[src/rtl/clock_divider_bank.sv]
// Bank of NCH independent programmable clock dividers.
// Each channel runs a counter over 0..Deff-1 and drives a registered divided
// clock plus a one-cycle end-of-period tick. New ratios/enables for a running
// channel are staged in a per-channel pending slot and take effect only at the
// channel's wrap. This keeps every output pulse at its full width.
//
// Configuration handshake: a request transfers on a clk_in rising edge where
// cfg_valid=1 and cfg_ready=1. cfg_ready is combinational on cfg_chan and is
// low only while the addressed channel already holds a pending update. It is
// forced high during reset, and requests seen while rst=1 are dropped.
// Requests to a channel index >= NCH are accepted and discarded.
module clock_divider_bank #(
  parameter int NCH         = 4,
  parameter int DIV_W       = 8,
  parameter int DEFAULT_DIV = 2,
  localparam int CW         = (NCH > 1) ? $clog2(NCH) : 1
) (
  input  logic             clk_in,
  input  logic             rst,
  input  logic             cfg_valid,
  output logic             cfg_ready,
  input  logic [CW-1:0]    cfg_chan,
  input  logic [DIV_W-1:0] cfg_div,
  input  logic             cfg_en,
  output logic [NCH-1:0]   clk_out,
  output logic [NCH-1:0]   tick,
  output logic             busy
);

  // Ratios 0 and 1 cannot produce a clock, so they run as divide-by-2.
  function automatic logic [DIV_W-1:0] eff_div(input logic [DIV_W-1:0] d);
    return (d < DIV_W'(2)) ? DIV_W'(2) : d;
  endfunction

  // Active configuration, counter and pending slot per channel.
  logic [DIV_W-1:0] act_div  [NCH];
  logic [DIV_W-1:0] cnt      [NCH];
  logic [DIV_W-1:0] pend_div [NCH];
  logic [NCH-1:0]   act_en;
  logic [NCH-1:0]   pend_en;
  logic [NCH-1:0]   pend;
  logic [NCH-1:0]   clk_q;
  logic [NCH-1:0]   tick_q;

  // Next-state values.
  logic [DIV_W-1:0] deff      [NCH];
  logic [DIV_W-1:0] n_div     [NCH];
  logic [DIV_W-1:0] n_cnt     [NCH];
  logic [DIV_W-1:0] n_pdiv    [NCH];
  logic [DIV_W-1:0] n_deff    [NCH];
  logic [NCH-1:0]   n_en;
  logic [NCH-1:0]   n_pen;
  logic [NCH-1:0]   n_pend;
  logic [NCH-1:0]   n_clk;
  logic [NCH-1:0]   n_tick;
  logic [NCH-1:0]   wrap;
  logic [NCH-1:0]   acc;

  // Ready reflects only the addressed channel's pending flag.
  always_comb begin
    cfg_ready = 1'b1;
    for (int i = 0; i < NCH; i++) begin
      if (cfg_chan == CW'(i)) cfg_ready = ~pend[i];
    end
    if (rst) cfg_ready = 1'b1;
  end

  assign busy    = |pend;
  assign clk_out = clk_q;
  assign tick    = tick_q;

  // Per-channel next state: count, wrap, pending promotion and request capture.
  // Outputs are derived from the next counter value so that the registered
  // clk_out and tick line up with the counter they describe.
  always_comb begin
    for (int i = 0; i < NCH; i++) begin
      deff[i]   = eff_div(act_div[i]);
      wrap[i]   = act_en[i] && (cnt[i] == deff[i] - DIV_W'(1));
      acc[i]    = cfg_valid && cfg_ready && !rst && (cfg_chan == CW'(i));
      n_div[i]  = act_div[i];
      n_en[i]   = act_en[i];
      n_cnt[i]  = cnt[i] + DIV_W'(1);
      n_pdiv[i] = pend_div[i];
      n_pen[i]  = pend_en[i];
      n_pend[i] = pend[i];
      if (!act_en[i]) begin
        // Idle channel: take the request directly, counter restarts at 0.
        n_cnt[i] = '0;
        if (acc[i]) begin
          n_div[i] = cfg_div;
          n_en[i]  = cfg_en;
        end
      end else begin
        if (wrap[i]) begin
          n_cnt[i] = '0;
          if (pend[i]) begin
            n_div[i]  = pend_div[i];
            n_en[i]   = pend_en[i];
            n_pend[i] = 1'b0;
          end
        end
        // A request landing on the wrap cycle is staged for the next wrap.
        if (acc[i]) begin
          n_pdiv[i] = cfg_div;
          n_pen[i]  = cfg_en;
          n_pend[i] = 1'b1;
        end
      end
      n_deff[i] = eff_div(n_div[i]);
      n_clk[i]  = n_en[i] && (n_cnt[i] < (n_deff[i] >> 1));
      n_tick[i] = n_en[i] && (n_cnt[i] == n_deff[i] - DIV_W'(1));
    end
  end

  // State registers with synchronous reset that also drops pending updates.
  always_ff @(posedge clk_in) begin
    if (rst) begin
      for (int i = 0; i < NCH; i++) begin
        act_div[i]  <= DIV_W'(DEFAULT_DIV);
        cnt[i]      <= '0;
        pend_div[i] <= '0;
      end
      act_en  <= '0;
      pend_en <= '0;
      pend    <= '0;
      clk_q   <= '0;
      tick_q  <= '0;
    end else begin
      for (int i = 0; i < NCH; i++) begin
        act_div[i]  <= n_div[i];
        cnt[i]      <= n_cnt[i];
        pend_div[i] <= n_pdiv[i];
      end
      act_en  <= n_en;
      pend_en <= n_pen;
      pend    <= n_pend;
      clk_q   <= n_clk;
      tick_q  <= n_tick;
    end
  end

endmodule

[config.mk]
export PLATFORM = sky130hd
export DESIGN_NAME = clock_divider_bank
export DESIGN_NICKNAME = d
export VERILOG_FILES = /design/src/rtl/clock_divider_bank.sv
export SDC_FILE = /design/constraint.sdc
export NUM_CORES = 1
export LEC_CHECK = 0
export CORE_MARGIN = 2
export CORE_UTILIZATION = 30
export DETAILED_ROUTE_END_ITERATION = 7
export GPL_TIMING_DRIVEN = 0
export SLEW_MARGIN = 10
export SYNTH_ARGS = -nofsm -noshare
export SYNTH_HDL_FRONTEND = slang
export SYNTH_SLANG_ARGS = --single-unit
[constraint.sdc]
create_clock -name clk_in -period 7.3 [get_ports clk_in]
set_input_delay 1.46 -clock clk_in [delete_from_list [all_inputs] [get_ports clk_in]]
set_output_delay 1.46 -clock clk_in [all_outputs]
set_load 0.01 [all_outputs]
==> Yosys cells after proc, flatten, opt, wreduce, memory -nomap -nowiden <==
Memory sizes are Yosys's and may differ from the RTL's.
Cells that the tools add are included.
{ "totals": {"reg_bits": 20, "ramBits": 96, "input_bits": 14, "output_inout_bits": 10, "elab_cells": 182, "mem_count": 3} }
{ "classes": {"addsub": 12, "n_lt_le_gt_ge": 12, "n_eq_ne": 11, "mux": 84, "bitwise": 16, "reduce_logical": 33} }
{ "mem_list": {"columns": ["name", "depth", "width", "read_ports", "rd_clocked_by_memory_dff", "write_ports", "line", "rtl"], "rows": [
  ["act_div", 4, 8, 4, 0, 4, "36", "logic [DIV_W-1:0] act_div [NCH];"],
  ["cnt", 4, 8, 4, 0, 4, "37", "logic [DIV_W-1:0] cnt [NCH];"],
  ["pend_div", 4, 8, 4, 0, 4, "38", "logic [DIV_W-1:0] pend_div [NCH];"]
]} }
{ "op_table": {"columns": ["cell", "count"], "rows": [
  ["8-bit 2-to-1 mux", 52],
  ["8-bit equality test", 8],
  ["8-bit by 2-bit less-than comparator with 1-bit output (second input constant)", 8],
  ["8-bit by 1-bit subtractor with 8-bit output (second input constant)", 8],
  ["8-bit by 1-bit adder with 8-bit output (second input constant)", 4],
  ["8-bit by 7-bit less-than comparator with 1-bit output", 4],
  ["1-bit 2-to-1 mux", 32],
  ["1-bit logical AND", 18],
  ["2-bit AND reduction", 8],
  ["1-bit bitwise OR", 12],
  ["2-bit nonzero test", 4],
  ["2-bit equality test (second input constant)", 2],
  ["1-bit NOT", 4],
  ["4-bit OR reduction", 1],
  ["2-bit by 1-bit equality test with 1-bit output (second input constant)", 1],
  ["2-bit logical NOT", 1],
  ["1-bit logical NOT", 1]
]} }

==> Depth between registers and ports, before layout <==
Gate-level depths: netlist of run 1.
{ "logic_depth": {"depth_word": 16, "mapped_depth": 23, "depth_no_buf": 20} }

==> Worst setup path after synthesis of run 1 <==
OpenSTA, ideal clock, no wires.
{ "synth_timing": {"path_type": "register to register", "startpoint": "memory act_div[1][5]", "endpoint": "register tick_q[1] (netlist: tick[1])", "setup_time_ps": 103, "arrival_time_ps": 4989, "required_ps": 7197, "path_slack_ps": 2207, "stages_incl_launch_ff": 20, "n_path_buf": 2, "synth_period_minus_slack_ps": 5093, "path_cell_list": "dfxtp_1 or4_1 o21ai_0 ha_1 or2b_2 o21ai_1 or4b_4 or2_1 buf_6 or3_2 o221ai_1 and3_1 buf_6 nand4_1 o21ai_0 ha_1 and3_1 xnor2_1 nand4_1 a2111oi_2"} }
{ "synth_rtl": {"columns": ["item", "line", "rtl"], "rows": [
  ["start: declaration", "36", null],
  ["end signal: assignment", "138", "tick_q <= n_tick;"],
  ["end: declaration", "43", "logic [NCH-1:0] tick_q;"]
]} }

==> qor.yml, run 1 <==
run_status:
  status: "complete, no violations"
drt:
  wl_mm: 23.11
  via_per_inst: 5.318
  route.detailed.drc: 0
  top_layer_used: "met4"
  drt_first_iter_violations: 610
  dr_wl_met3_um: 965
  dr.pass1.iters: 5
  vias: 7525
  met1_length_mm: 10.76
  final_antenna_net_count: 0
  avgRoutedWirePerCell_um: 16.33
  wl_met2_mm: 11.05
pwr:
  leakage_nw: 3.410
  switching_share: 0.2579
  p_per_area_nw_per_um2: 186.9
  power.total_mw: 1.732
  p_seq_frac: 0.376
  p_clk_frac: 0.513
  vdd_drop_max_mv: 0.1180
  internal-power_mw: 1.285
  switching_power_uw: 446.7
  power_frac_comb: 0.111
global_routing:
  grt-ovfl-total: 0
  antenna_found_initial: 1
  grt_pass1_vias: 7184
  grt_max_degree: 17
  grt_use_total: 0.1640
  grt_first_pass_wirelength_mm: 37.33
place:
  dp_hpwl_mm: 17.19
  place.port_buffers: 14
  placed_cells: 1382
  pre_cts_ws_ns: 1.416
  place_congestion: 0.8271
final_layout:
  areaGrowthSynthToFinish_pct: 14.66
  most-common-layout-cells: "116 x dfxtp_1, 99 x nand2_1, 94 x nor2_1"
  fillers: 2799
  nets: 1110
  drive_gt1_frac: 0.07642
  final_common_cell: "dfxtp_1"
  fin_cells: 1415
  final_util: 0.3468
sta:
  min_period_ns: 5.791
  rsz0062_at_grt: "no"
  finalSetupViolCount: 0
  finalMaxSlewViolations: 0
  worst_pin_slew_ns: 1.136
  max-slew-margin-rel: 0.2359
  fmax_mhz: 172.7
  hold_viol: 0
  fin_crit_sh: 0.7933
  clock_skew_ns: 0.008355
  finalWorstSetupSlack_ns: 1.509
  tns_ns: 0
critical_path:
  path_class: "flip-flop to flip-flop"
  cp-start-kind: "flip-flop"
  crit_path_end_kind: "flip-flop"
  crit_arrival_ns: 6.11
  critPathRequiredTime_ns: 7.62
  crit_path_max_fanout: 7
logic_synthesis:
  synth_edf_count: 0
  dominantRegCellSynth: "dfxtp_1"
  synthCells: 1027
  yosysUniqueCellTypes: 83
  async_reset_ff_frac: 0
  synth_area_sq_um: 8083
  syn_avg_cell_area_sq_um: 7.870
  ys_seq_elements: 116
  synthesis.nets: 1077
  yosysSeqAreaShare: 0.2873
  synth_warnings: 0
floorplan:
  core_sq_um: 26730
  die_w_um: 168.1
  ios: 24
  placementRows: 60
  die_h_um: 168.1
  initial_core_util: 0.3024
  die-area_sq_um: 28270
clocking:
  clkSlewWorstSetupHoldPaths_ns: 0.06
  cts_tree: "done"
  numCtsBuffers: 17
  post-cts-setup-buffers: 0
  clock_sinks: 116
  insertion_delay_ns: 0.42
  cts-resized-gates: 0
  clock_tree.buffer_depth: 2
  hold_buffers: 0
  htree_levels: 4
  clock-root-buffer: "clkbuf_16"
run:
  max-cap-violations: 0
worst_hold_path:
  hold_class: "flip-flop to flip-flop"
## flip-flops by register name, summed over array words and instances (netlist names)
name / cells
cnt: 32
pend_en: 4
tick: 4
act_en: 4
pend: 4
pend_div: 32
act_div: 32
clk_out: 4
## routing by layer
| layer | vias to the layer above | track usage |
|---|---|---|
| met1 | 3576 | 0.2130 |
| met5 | - | 0 |
| met3 | 27 | 0.02703 |
| met2 | 154 | 0.2814 |
| met4 | 0 | 0.04610 |
| li1 | 3768 | - |
## metrics by stage
| step | hold slack [ns] | cell area [sq um] |
|---|---|---|
| 3_3_place_gp | 0.4423 | 8650 |
| 4_1_cts | 0.4583 | 9265 |
| 6_report | 0.4565 | 9268 |
| 2_1_floorplan | 0.4311 | 8083 |
| 5_1_grt | 0.4813 | 9268 |
| 3_5_place_dp | 0.4510 | 8650 |
## critical path: stages (launching register included)
cell and delay, ns:
dfxtp_1 0.37, or4_1 0.61, o21ai_0 0.33, ha_1 0.25
or2b_2 0.31, o21ai_1 0.12, or4b_4 0.47, or2_1 0.23
buf_6 0.13, or3_2 0.52, o221ai_1 0.44, and3_1 0.25
buf_6 0.13, nand4_1 0.08, o21ai_0 0.40, ha_1 0.28
and3_1 0.18, xnor2_1 0.11, nand4_1 0.12, a2111oi_2 0.36
## power groups by stage
stage          clock, mW  sequential (mW)  combinational (mW)
2_1_floorplan          0            0.662               0.141
5_1_grt            0.927            0.653               0.210
3_5_place_dp           0            0.666               0.189
3_3_place_gp           0            0.665               0.186
6_report           0.889            0.652               0.191
4_1_cts            0.900            0.652               0.190
## path summary, 6_finish.rpt
check	start	endpoint	slack (ns)	depth (start not counted)
setup reg to reg	act_div[1][5]	tick[1]	1.51	19
hold reg to reg	pend_div[1][0]	pend_div[1][0]	0.46	2
hold / removal	pend_div[1][0]	pend_div[1][0]	0.46	2
setup / recovery	act_div[1][5]	tick[1]	1.51	19
## synthesized netlist by cell type (all sizes together), types with 11 or more instances
library cell  number  area (sq um)
nand2b            15         93.84
ha                36         450.4
xnor2             49         429.2
nor2              94         352.8
clkbuf            57         240.2
a21oi             64         320.3
nor3b             14         105.1
dfxtp            116          2322
or3               12         86.33
and3              26         163.9
or2               11         68.81
o31ai             11         82.58
nand4             12         75.07
mux2i             27         270.3
o211ai            12         90.09
nand3             79         395.4
nand2             99         371.6
nor3              33         165.2
xor2              36         315.3
inv               30         112.6
o21ai             30         150.1
a31oi             13         81.33
## cell families after synthesis
logic type,count (synthesis),synth area share
AOI/OAI and AO/OA,212,0.1797
xor gates and xnor gates,87,0.09768
adders and majority gates,36,0.05573
buffers and inverters,94,0.05093
DFF,116,0.2873
muxes,35,0.04598
and+or+nand+nor,447,0.2827
## layout make-up
| class | count | area, sq um | share of cell area |
|---|---|---|---|
| antenna | 1 | 2.502 | 0.0002700 |
| sequential | 116 | 2322 | 0.2506 |
| clock inverter | 13 | 182.7 | 0.01971 |
| clock buffer | 19 | 432.9 | 0.04671 |
| tap | 341 | 426.7 | 0.04604 |
| buffer | 63 | 295.3 | 0.03186 |
| timing repair buffer | 14 | 140.1 | 0.01512 |
| multi-input combinational | 817 | 5349 | 0.5772 |
| inverter | 31 | 116.4 | 0.01256 |
Power figures use the tool's default switching activity.
==> run 2: changes to the inputs <==
clock period = 5.5 ns   (was 7.3 ns; I/O delays follow)
==> run 2 against run 1 <==
Compared with the run above: hold slack improved by 0.00056 ns; critical path depth stayed put; final cell count increased by 0.21%; combinational power is 38% higher; design area is 1.7% higher; via count grew 0.60%.
==> qor.yml, run 2 (synthesis gave the netlist of run 1 again) <==
run_status:
  status: "complete, no violations"
final_layout:
  multiInputGateArea_sq_um: 5485
  drive_gt1_frac: 0.09572
  final_common_cell: "dfxtp_1"
  regArea_sq_um: 2322
  fillers: 2788
  most-common-layout-cells: "116 x dfxtp_1, 99 x nand2_1, 94 x nor2_1"
  reg_top3: "act_div (32), cnt (32), pend_div (32)"
  areaGrowthSynthToFinish_pct: 16.64
  final_util: 0.3528
  fin_area_sq_um: 9428
  nets: 1113
critical_path:
  cp-start-kind: "flip-flop"
  critPathRequiredTime_ns: 5.82
  crit_path_max_fanout: 7
  crit_arrival_ns: 5.57
  r2r_setup_slack_ns: 0.25
  path_class: "flip-flop to flip-flop"
  crit_path_end_kind: "flip-flop"
drt:
  wl_mm: 23.28
  avgRoutedWirePerCell_um: 16.42
  final_antenna_net_count: 0
  met1_length_mm: 10.93
  wl_met2_mm: 11.11
  via_per_inst: 5.339
  top_layer_used: "met4"
  dr.pass1.iters: 7
  vias: 7570
  dr_wl_met3_um: 889
  route.detailed.drc: 0
  drt_first_iter_violations: 593
clocking:
  clock_sinks: 116
  htree_levels: 4
  insertion_delay_ns: 0.43
  clock-root-buffer: "clkbuf_16"
  cts_tree: "done"
  clkSlewWorstSetupHoldPaths_ns: 0.06
  hold_buffers: 0
  numCtsBuffers: 17
  clock_tree.buffer_depth: 2
floorplan:
  die_w_um: 168.1
  initial_core_util: 0.3024
  placementRows: 60
  core_sq_um: 26730
  die_h_um: 168.1
  die-area_sq_um: 28270
  ios: 24
pwr:
  vdd_drop_max_mv: 0.1597
  p_per_area_nw_per_um2: 245.3
  leakage_nw: 3.444
sta:
  max-slew-margin-rel: 0.3270
  fmax_mhz: 190.6
  finalMaxSlewViolations: 0
  hold_viol: 0
  fin_crit_sh: 0.9537
  min_period_ns: 5.245
  clock_skew_ns: 0.006850
  finalSetupViolCount: 0
  worst_pin_slew_ns: 1.002
global_routing:
  grt_first_pass_wirelength_mm: 37.38
  grt_max_degree: 17
  antenna_found_initial: 1
  grt-ovfl-total: 0
  grt_pass1_vias: 7204
  grt_use_total: 0.1642
place:
  place.port_buffers: 14
  post_dp_cell_area_sq_um: 8650
  dp_hpwl_mm: 17.19
  place_congestion: 0.8271
worst_hold_path:
  hold_class: "flip-flop to flip-flop"
run:
  max-cap-violations: 0
run 2: area by class of cell:
class                      count  share of cell area
clock inverter                13             0.01938
inverter                      31             0.01234
buffer                        63             0.03145
antenna                        1           0.0002654
tap                          341             0.04526
clock buffer                  19             0.04592
timing repair buffer          17             0.01725
multi-input combinational    817              0.5818
sequential                   116              0.2463
run 2: routing by layer:
layer | global-route usage | vias up
met3 | 0.02703 | 27
met5 | 0 | -
met2 | 0.2822 | 152
met4 | 0.04610 | 0
li1 | - | 3771
met1 | 0.2127 | 3620
run 2: final timing paths:
check                    to  depth (start not counted)           start
max                 tick[1]                         19   act_div[1][5]
min          pend_div[1][0]                          2  pend_div[1][0]
max reg2reg         tick[1]                         19   act_div[1][5]
min reg2reg  pend_div[1][0]                          2  pend_div[1][0]
run 2: through the flow:
step                hold WS [ns]  worst slack, ns  setup TNS (ns)  cells  power (mW)
floorplan                 0.4311           0.4073               0   1027       1.066
global placement          0.4423          -0.1947         -0.2642   1382       1.131
detailed placement        0.4510          -0.2192         -0.2667   1382       1.134
CTS                       0.4583          0.08534               0   1414       2.314
global route              0.4813         -0.05852        -0.08055   1418       2.388
finish                    0.4571           0.2547               0   1418       2.313
run 2: worst max-delay path, stage by stage, from the launching register on:
cell and delay (ns):
dfxtp_1 0.39, or4_4 0.59, o21ai_2 0.18, ha_1 0.21, or2b_2 0.31, o21ai_1 0.12
or4b_4 0.47, or2_1 0.23, buf_6 0.13, or3_2 0.55, o221ai_4 0.28, and3_1 0.21
buf_6 0.13, nand4_1 0.10, o21ai_2 0.22, ha_1 0.22, and3_1 0.18, xnor2_1 0.11
nand4_1 0.13, a2111oi_2 0.36
run 2: repair_timing:
| item | 4_1_cts | 5_1_grt |
|---|---|---|
| buffers inserted | 0 | 3 |
| pin swaps | 0 | 3 |
| resized for setup | 6 | 23 |
| endpoints found under the hold margin | 0 | 0 |
| endpoints found under the setup margin | 2 | 4 |
run 2: where the power goes:
group	internal, mW	total (mW)	switching, mW
combinational	0.106	0.264	0.159
clock	0.756	1.18	0.426
sequential	0.851	0.866	0.0159
==> run 3: changes to the inputs <==
CORE_MARGIN = 4   (was 2)
CORE_UTILIZATION = 61   (was 30)
CTS_CLUSTER_DIAMETER = 80   (was not set)
PLACE_DENSITY = 0.79   (was not set)
==> run 3 against run 2 <==
Compared with the run above: combinational power is essentially flat; non-clock buffer count did not move; maximum frequency shrank 1.1%; clock skew rose by 0.0018 ns; critical path depth decreased by 1; critical endpoint unchanged; die area fell by 46%; sequential share of layout area rose by 0.57 points; clock-buffer cell count unchanged; largest power group unchanged; critical path type unchanged; first-iteration DRC count increased by 3.7%; largest cell class unchanged; worst setup slack lost 0.057 ns; global-route usage is 14 points higher; via count up 3.9%.
==> qor.yml, run 3 (synthesis gave the netlist of run 1 again) <==
place:
  place_congestion: 0.9012
  place.port_buffers: 14
  post_dp_cell_area_sq_um: 8438
  pre_cts_ws_ns: -0.2702
  dp_hpwl_mm: 15.93
  placed_cells: 1213
critical_path:
  reg2regPathDepth: 18
  critPathRequiredTime_ns: 5.83
  reg2reg_to: "tick[1]"
  cp-start-kind: "flip-flop"
  crit_path_end_kind: "flip-flop"
  timing.rr.start: "act_div[1][5]"
  path_class: "flip-flop to flip-flop"
  crit_arrival_ns: 5.63
  crit_path_max_fanout: 7
  r2r_setup_slack_ns: 0.20
  worstSetupStartpoint: "act_div[1][5]"
global_routing:
  grt_max_degree: 17
  grt-ovfl-total: 0
  grt_first_pass_wirelength_mm: 35.97
  grt_use_total: 0.3013
  grt_pass1_vias: 7160
  antenna_found_initial: 0
worst_hold_path:
  worstHoldPathCells: 2
  hold-path-endpoint: "pend_div[2][7]"
  holdCritStartpoint: "pend_div[2][7]"
  hold_class: "flip-flop to flip-flop"
final_layout:
  fin_cells: 1248
  drive_gt1_frac: 0.09851
  nets: 1113
  final_common_cell: "dfxtp_1"
  fillers: 1008
  reg_top3: "act_div (32), cnt (32), pend_div (32)"
  fin_area_sq_um: 9216
  areaGrowthSynthToFinish_pct: 14.02
  multiInputGateArea_sq_um: 5473
  most-common-layout-cells: "116 x dfxtp_1, 99 x nand2_1, 94 x nor2_1"
  regArea_sq_um: 2322
  antenna_cells: 0
sta:
  holdWs_ns: 0.4554
  min_period_ns: 5.302
  max-slew-margin-rel: 0.3444
  finalWorstSetupSlack_ns: 0.1975
  fmax_mhz: 188.6
  worst_pin_slew_ns: 0.9759
  tns_ns: 0
  clock_skew_ns: 0.008685
  hold_viol: 0
  finalSetupViolCount: 0
  finalMaxSlewViolations: 0
  fin_crit_sh: 0.9641
clocking:
  clock_sinks: 116
  clock_tree.buffer_depth: 2
  numCtsBuffers: 17
  clock-root-buffer: "clkbuf_16"
  clkSlewWorstSetupHoldPaths_ns: 0.06
  hold_buffers: 0
  cts_tree: "done"
  htree_levels: 4
  insertion_delay_ns: 0.43
pwr:
  leakage_nw: 3.463
  p_per_area_nw_per_um2: 250.7
  vdd_drop_max_mv: 0.1684
floorplan:
  initial_core_util: 0.6328
  core_sq_um: 12770
  die_h_um: 123.1
  ios: 24
  die_w_um: 123.1
  die-area_sq_um: 15160
  placementRows: 41
drt:
  route.detailed.drc: 0
  vias: 7862
  final_antenna_net_count: 0
  drt_first_iter_violations: 615
  dr.pass1.iters: 5
  wl_mm: 22.52
  avgRoutedWirePerCell_um: 18.05
  via_per_inst: 6.300
run:
  max-cap-violations: 0
run_status:
  status: "complete, no violations"
-- run 3: cell types whose count changed in the layout (fill, tap and decap cells not counted), moves of 2 or more --
cell / before / now
clkbuf_8: 2 / 4
clkinv_2: 3 / 0
clkinv_4: 1 / 5
clkbuf_1: 53 / 50
ha_2: 0 / 2
ha_1: 36 / 34
-- run 3: worst max-delay path by stage --
stage / slack (ns) / endpoint / depth (start not counted)
2_1_floorplan: 0.41 / tick[1] / 19
3_3_place_gp: -0.21 / tick[1] / 19
3_5_place_dp: -0.27 / tick[1] / 19
4_1_cts: -0.03 / tick[1] / 19
5_1_grt: -0.04 / tick[1] / 19
6_report: 0.20 / tick[1] / 18
-- run 3: metrics by stage --
step | util | total power, mW
after detailed placement | 0.6606 | 1.130
after floorplan | - | 1.066
after global routing | 0.7215 | 2.377
final | 0.7215 | 2.310
after CTS | 0.7113 | 2.297
after global placement | 0.6606 | 1.125
-- run 3: what timing repair did --
| action | 4_1_cts | 5_1_grt |
|---|---|---|
| pin swaps | 0 | 3 |
| buffers inserted | 0 | 4 |
| resized for setup | 5 | 24 |
| endpoints found under the setup margin | 3 | 4 |
-- run 3: report_power, final --
group | switching (mW) | internal (mW)
Combinational | 0.158 | 0.105
Sequential | 0.0164 | 0.851
Clock | 0.439 | 0.742
-- run 3: worst max-delay path, stage by stage (launching register included) --
cell and delay [ns]:
dfxtp_1 0.40, or4_4 0.60, o21ai_2 0.18, ha_2 0.22, or2b_2 0.30, o21ai_1 0.11
or4b_4 0.48, or2_1 0.26, buf_6 0.14, or3_2 0.56, o32a_2 0.22, o21ai_1 0.33
nand4_1 0.18, o21ai_2 0.24, ha_2 0.24, and3_1 0.16, xnor2_1 0.11, nand4_1 0.12
a2111oi_2 0.36
-- run 3: cell type report --
cell class                 count  area share
inverter                      31     0.01263
clock inverter                13     0.01887
multi-input combinational    817      0.5938
clock buffer                  19     0.04914
sequential                   116      0.2520
buffer                        62     0.03177
tap                          172     0.02335
timing repair buffer          18     0.01846
-- run 3: metal layers --
layer  track usage  share of wire  vias up
li1              -              -     3785
met2        0.4923           0.48      318
met4        0.1156          0.022        0
met5             0              0        -
met3       0.05672          0.076       45
met1        0.3960           0.43     3714
